==> src/rtl/mem_req_arbiter_pkg.sv <==
// Shared encodings for the memory request arbiter: owner IDs, size codes and the
// request-field bundle that is muxed onto the shared port.
package mem_req_arbiter_pkg;

  localparam logic ID_INST = 1'b0;
  localparam logic ID_DATA = 1'b1;

  typedef enum logic [1:0] {
    SIZE_1B = 2'd0,
    SIZE_2B = 2'd1,
    SIZE_4B = 2'd2
  } size_e;

  typedef struct packed {
    logic        wr;
    logic [1:0]  size;
    logic [3:0]  wstrb;
    logic [31:0] addr;
    logic [31:0] wdata;
  } mem_req_t;

endpackage

==> src/rtl/mem_req_id_fifo.sv <==
// In-order owner-ID queue: 1-bit wide circular FIFO with head, full, empty and count.
module mem_req_id_fifo
  import mem_req_arbiter_pkg::*;
#(
  parameter int DEPTH = 2,
  localparam int PW = $clog2(DEPTH),
  localparam int CW = PW + 1
) (
  input  logic          clk,
  input  logic          resetn,
  input  logic          push,
  input  logic          push_id,
  input  logic          pop,
  output logic          head,
  output logic          full,
  output logic          empty,
  output logic [CW-1:0] count
);

  logic          mem [DEPTH];
  logic [PW-1:0] rd_ptr;
  logic [PW-1:0] wr_ptr;
  logic          do_push;
  logic          do_pop;

  assign full    = (count == CW'(DEPTH));
  assign empty   = (count == '0);
  assign do_push = push & ~full;
  assign do_pop  = pop & ~empty;
  assign head    = mem[rd_ptr];

  // Pointers wrap naturally because DEPTH is a power of two.
  always_ff @(posedge clk) begin
    if (!resetn) begin
      rd_ptr <= '0;
      wr_ptr <= '0;
      count  <= '0;
    end else begin
      if (do_push) wr_ptr <= wr_ptr + PW'(1);
      if (do_pop)  rd_ptr <= rd_ptr + PW'(1);
      case ({do_push, do_pop})
        2'b10:   count <= count + CW'(1);
        2'b01:   count <= count - CW'(1);
        default: count <= count;
      endcase
    end
  end

  always_ff @(posedge clk) begin
    if (do_push) mem[wr_ptr] <= push_id;
  end

endmodule

==> src/rtl/mem_req_arbiter.sv <==
// Shares one sram-like port between instruction fetch and load/store, routing responses
// in order via an owner-ID queue. Define ARB_RR_EN for alternating tie-break priority.
module mem_req_arbiter
  import mem_req_arbiter_pkg::*;
#(
  parameter int MAX_OUTSTANDING = 2
) (
  input  logic        clk,
  input  logic        resetn,
  input  logic        inst_req,
  input  logic        inst_wr,
  input  logic [1:0]  inst_size,
  input  logic [3:0]  inst_wstrb,
  input  logic [31:0] inst_addr,
  input  logic [31:0] inst_wdata,
  output logic        inst_addr_ok,
  output logic        inst_data_ok,
  output logic [31:0] inst_rdata,
  input  logic        data_req,
  input  logic        data_wr,
  input  logic [1:0]  data_size,
  input  logic [3:0]  data_wstrb,
  input  logic [31:0] data_addr,
  input  logic [31:0] data_wdata,
  output logic        data_addr_ok,
  output logic        data_data_ok,
  output logic [31:0] data_rdata,
  output logic        bus_req,
  output logic        bus_wr,
  output logic [1:0]  bus_size,
  output logic [3:0]  bus_wstrb,
  output logic [31:0] bus_addr,
  output logic [31:0] bus_wdata,
  input  logic        bus_addr_ok,
  input  logic        bus_data_ok,
  input  logic [31:0] bus_rdata,
  output logic        spurious_rsp
);

  localparam logic [0:0] ST_UNLOCKED = 1'b0;
  localparam logic [0:0] ST_LOCKED   = 1'b1;
  localparam int CW = $clog2(MAX_OUTSTANDING) + 1;

  logic [0:0]    state;
  logic          lock_id;
  logic          grant;
  logic          granted_req;
  logic          handshake;
  logic          q_head;
  logic          q_full;
  logic          q_empty;
  logic          q_pop;
  logic [CW-1:0] q_count;
  mem_req_t      inst_f;
  mem_req_t      data_f;
  mem_req_t      bus_f;

`ifdef ARB_RR_EN
  logic last_grant;

  always_ff @(posedge clk) begin
    if (!resetn)        last_grant <= ID_DATA;
    else if (handshake) last_grant <= grant;
  end
`endif

  // A locked grant is held until accepted so the request stays stable on the port.
  always_comb begin
    grant = ID_DATA;
    if (state == ST_LOCKED) grant = lock_id;
`ifdef ARB_RR_EN
    else if (inst_req && data_req) grant = ~last_grant;
    else if (inst_req) grant = ID_INST;
`else
    else if (!data_req && inst_req) grant = ID_INST;
`endif
  end

  assign granted_req = (grant == ID_DATA) ? data_req : inst_req;
  assign bus_req     = granted_req & ~q_full;
  assign handshake   = bus_req & bus_addr_ok;

  assign inst_addr_ok = handshake & (grant == ID_INST);
  assign data_addr_ok = handshake & (grant == ID_DATA);

  assign inst_f = '{wr: inst_wr, size: inst_size, wstrb: inst_wstrb, addr: inst_addr, wdata: inst_wdata};
  assign data_f = '{wr: data_wr, size: data_size, wstrb: data_wstrb, addr: data_addr, wdata: data_wdata};
  assign bus_f  = (grant == ID_DATA) ? data_f : inst_f;

  assign bus_wr    = bus_f.wr;
  assign bus_size  = bus_f.size;
  assign bus_wstrb = bus_f.wstrb;
  assign bus_addr  = bus_f.addr;
  assign bus_wdata = bus_f.wdata;

  always_ff @(posedge clk) begin
    if (!resetn) begin
      state   <= ST_UNLOCKED;
      lock_id <= ID_INST;
    end else begin
      case (state)
        ST_UNLOCKED: begin
          if (bus_req && !bus_addr_ok) begin
            state   <= ST_LOCKED;
            lock_id <= grant;
          end
        end
        ST_LOCKED: begin
          if (handshake || !granted_req) state <= ST_UNLOCKED;
        end
        default: state <= ST_UNLOCKED;
      endcase
    end
  end

  mem_req_id_fifo #(
    .DEPTH (MAX_OUTSTANDING)
  ) u_fifo (
    .clk     (clk),
    .resetn  (resetn),
    .push    (handshake),
    .push_id (grant),
    .pop     (q_pop),
    .head    (q_head),
    .full    (q_full),
    .empty   (q_empty),
    .count   (q_count)
  );

  // A response with nothing outstanding is flagged, never matched to a same-cycle request.
  assign q_pop        = bus_data_ok & ~q_empty;
  assign inst_data_ok = q_pop & (q_head == ID_INST);
  assign data_data_ok = q_pop & (q_head == ID_DATA);
  assign spurious_rsp = bus_data_ok & q_empty;
  assign inst_rdata   = bus_rdata;
  assign data_rdata   = bus_rdata;

endmodule

==> config.mk <==
export PLATFORM = sky130hd
export DESIGN_NAME = mem_req_arbiter
export DESIGN_NICKNAME = d
export VERILOG_FILES = /design/src/rtl/mem_req_arbiter_pkg.sv /design/src/rtl/mem_req_id_fifo.sv /design/src/rtl/mem_req_arbiter.sv
export SDC_FILE = /design/constraint.sdc
export NUM_CORES = 1
export LEC_CHECK = 0
export CORE_AREA = 10 10 117 119
export CTS_BUF_LIST = sky130_fd_sc_hd__clkbuf_8
export DETAILED_ROUTE_END_ITERATION = 8
export DIE_AREA = 0 0 127 129
export GPL_ROUTABILITY_DRIVEN = 0
export PLACE_DENSITY = 0.75
export SETUP_SLACK_MARGIN = 0.5
export SLEW_MARGIN = 10
export SYNTH_ARGS = -nofsm -noshare
export SYNTH_HDL_FRONTEND = slang
export SYNTH_SLANG_ARGS = --single-unit
==> constraint.sdc <==
create_clock -name clk -period 2.35 [get_ports clk]
set_input_delay 0.5875 -clock clk [delete_from_list [all_inputs] [get_ports clk]]
set_output_delay 0.5875 -clock clk [all_outputs]
set_load 0.01 [all_outputs]
==> flow_metrics.tcl <==
set metrics [dict create \
    outcome "complete, but fails checks" \
    failed_checks "negative setup slack" \
    max_clock_freq_mhz 403 \
    fin_util 0.390 \
    cp_slowest_cell "o31a_4" \
    slew_headroom 0.825 \
    yosys_warnings 0 \
    layout_common_cells "143 x clkdlybuf4s50_1, 82 x buf_6, 66 x mux2_2" \
    skew_ns 0.00531 \
    startpoint_type "input port" \
    finalHoldViolations 0 \
    switching_share 0.335 \
    crit_path_end_kind "output port" \
    fp.dieW_um 127 \
    cts_made_buffers 3 \
    required_ns 1.76 \
    cts_root_buf "clkbuf_8" \
    critPathBufInv 6 \
    worst-setup-path-type "input port to output port" \
    antenna_found_initial 0 \
    vias 2181 \
    finalNonFillerCells 530 \
    rr_worst_depth 10 \
    post_drt_wl_per_cell_um 22.9 \
    crit_arrival_ns 1.90 \
    routed_wl_um 12200 \
    dr.pass1.iters 4 \
    multi_input_area_mm2 0.00117 \
    clock-sinks 9 \
    place_area_mm2 0.00382 \
    avgSynthCellArea_um2 9.29 \
    die_area_mm2 0.0164 \
    min_period_ns 2.48 \
    vdd_drop_max_mv 0.277 \
    clk_latency_ns 0.23 \
    initial_core_util 0.162 \
    final_area_mm2 0.00441 \
    core_area_mm2 0.0113 \
    overflow 0 \
    internal_power_uw 1600 \
    hold_ws_ns 0.515 \
    track_usage 0.130 \
    drtIter0Drc 52 \
    crit_end "bus_wdata[14]" \
    grt_max_degree 23 \
    cp.depth 8 \
    hpwlAfterDp_um 9770 \
    drive_gt1_frac 0.527 \
    grt_pass1_vias 2484 \
    critPathTopFamily "buffers and inverters" \
    layout_worst_path_cycle_share 1.06 \
    dp_cells 504 \
    fin_tns_setup_ns -3.84 \
    crit_start "inst_req" \
    finalMaxSlewViolations 0 \
    hold_path_class "flip-flop to flip-flop" \
    path_cells "buf_8 -> inv_4 -> o31a_4 -> buf_6 -> buf_12 -> buf_16 -> mux2_4 -> buf_6" \
    fp.dieH_um 129 \
    max_slew.worst_pin.slew_ns 0.261 \
    seq_power_share 0.096 \
    io_pins 321 \
    rr_endpoint "u_fifo.count[1]$_SDFFE_PN0P_" \
    grt_pass1_wl_um 16400 \
    synth-seq-cells 9 \
    synthCells 197 \
    regArea_um2 200 \
    synth_area_mm2 0.00183 \
    cts_tree "done" \
    syn_nets 378 \
    layout_commonest_cell "clkdlybuf4s50_1" \
    rows 39 \
    timing.rr.start "state$_SDFF_PN0_" \
    rrSetupSlack_ns 0.32 \
    p_sw_uw 805 \
    clock_path_buffers 2 \
    p_leak_uw 0.00184 \
    postCtsHoldBufs 0 \
    maxCapViolations 0 \
    p_comb_frac 0.832 \
    antenna_left 0 \
    n_antenna_cell 0 \
    htree_levels 1 \
    fillCellCount 1082 \
    syn2layout_area_growth_pct 141 \
    path_clk_slew_ns 0.04 \
    rsz0062_at_grt "true" \
    avgViaCountPerCell 4.12 \
    portBuffers 224 \
    finalSetupViolCount 71 \
    clkPwrFrac 0.071 \
    crit_top_cell "buf_6" \
    ys_types 29 \
    nets 569 \
    worst_slack_ns -0.133 \
    max_stage_delay_ns 0.40 \
    crit_fanout 7 \
    p_per_area_mw_per_mm2 545 \
    post-route-drc-count 0 \
    yosysSeqAreaShare 0.109 \
]
==> area by class of cell <==
class                           count  area share
Multi-Input combinational cell    112       0.266
Clock buffer                        3     0.00936
Tap cell                          143      0.0405
Timing Repair Buffer              259       0.635
Inverter                            3     0.00312
Sequential cell                     9      0.0454
Clock inverter                      1    0.000851
==> synthesized netlist by cell type <==
library cell / count / share of area
ha_1: 1 / 0.0068
and3_1: 1 / 0.0034
nor2b_1: 2 / 0.0068
buf_4: 64 / 0.26
nand2_1: 5 / 0.010
nor3_1: 1 / 0.0027
o21ai_0: 4 / 0.011
xnor2_1: 3 / 0.014
nor3b_1: 1 / 0.0041
o31a_1: 1 / 0.0048
inv_1: 2 / 0.0041
edfxtp_1: 2 / 0.033
nand2b_1: 2 / 0.0068
or3_1: 2 / 0.0068
buf_2: 1 / 0.0027
mux2_1: 57 / 0.35
and2_1: 3 / 0.010
a21o_1: 1 / 0.0041
inv_2: 1 / 0.0021
buf_6: 7 / 0.043
a21boi_0: 2 / 0.0082
mux2_2: 14 / 0.086
a21oi_1: 1 / 0.0027
dfxtp_1: 7 / 0.077
clkbuf_1: 1 / 0.0021
nor2_1: 6 / 0.012
and4_1: 1 / 0.0048
nand3_1: 2 / 0.0055
mux2i_1: 2 / 0.011
==> per-stage QoR <==
| stage | setup WS [ns] | power (µW) |
|---|---|---|
| CTS | -0.174 | 2330 |
| global placement | -0.756 | 1750 |
| detailed placement | -0.765 | 1780 |
| floorplan | 0.306 | 1050 |
| finish | -0.133 | 2400 |
| global route | -0.164 | 2550 |
==> worst min-delay path by stage <==
stage | start | slack, ns | end | cells past startpoint
after CTS | u_fifo.wr_ptr$_SDFFE_PN0P_ | 0.52 | u_fifo.wr_ptr$_SDFFE_PN0P_ | 2
after global placement | u_fifo.wr_ptr$_SDFFE_PN0P_ | 0.46 | u_fifo.wr_ptr$_SDFFE_PN0P_ | 2
after floorplan | u_fifo.wr_ptr$_SDFFE_PN0P_ | 0.45 | u_fifo.wr_ptr$_SDFFE_PN0P_ | 2
after detailed placement | u_fifo.wr_ptr$_SDFFE_PN0P_ | 0.48 | u_fifo.wr_ptr$_SDFFE_PN0P_ | 2
after global routing | u_fifo.wr_ptr$_SDFFE_PN0P_ | 0.53 | u_fifo.wr_ptr$_SDFFE_PN0P_ | 2
final | u_fifo.wr_ptr$_SDFFE_PN0P_ | 0.51 | u_fifo.wr_ptr$_SDFFE_PN0P_ | 2
==> worst register-to-register path: stages, from the launching register on <==
cell	delay (ns)
dfxtp_1	0.34
buf_4	0.15
nand2_2	0.10
nor2_4	0.05
or3_4	0.38
buf_6	0.13
buf_6	0.11
ha_4	0.15
xnor2_2	0.12
or3_1	0.31
a21boi_1	0.12
==> routing by layer <==
metal	vias to the layer above	wire length, µm	global-route usage
li1	1003	-	-
met1	968	4200	0.130
met2	179	6420	0.248
met3	31	1270	0.0460
met4	0	262	0.0375
met5	-	0	0
==> power by group through the flow <==
stage	combinational (µW)	sequential, µW	clock [µW]
5_1_grt	2120	237	186
3_5_place_dp	1550	228	0
2_1_floorplan	824	230	0
4_1_cts	1930	231	174
6_report	2000	232	171
3_3_place_gp	1530	225	0
==> kinds of logic after synthesis <==
family                     count (synthesis)  synth area share
buffers and inverters                     76             0.317
muxes                                     73             0.448
and+or+nand+nor                           26            0.0739
AOI/OAI and AO/OA                          9            0.0308
DFF                                        9             0.109
xor gates and xnor gates                   3            0.0144
adders and majority gates                  1           0.00684
==> repair_timing <==
| item | in CTS | in global routing |
|---|---|---|
| hold endpoints to repair | 0 | 0 |
| setup endpoints to repair | 82 | 80 |
| setup buffers | 11 | 5 |
| pin swaps | 11 | 6 |
| gates cloned | 5 | 1 |
| gates resized for setup | 428 | 17 |
Note: power is estimated with default switching activity, not from simulation.
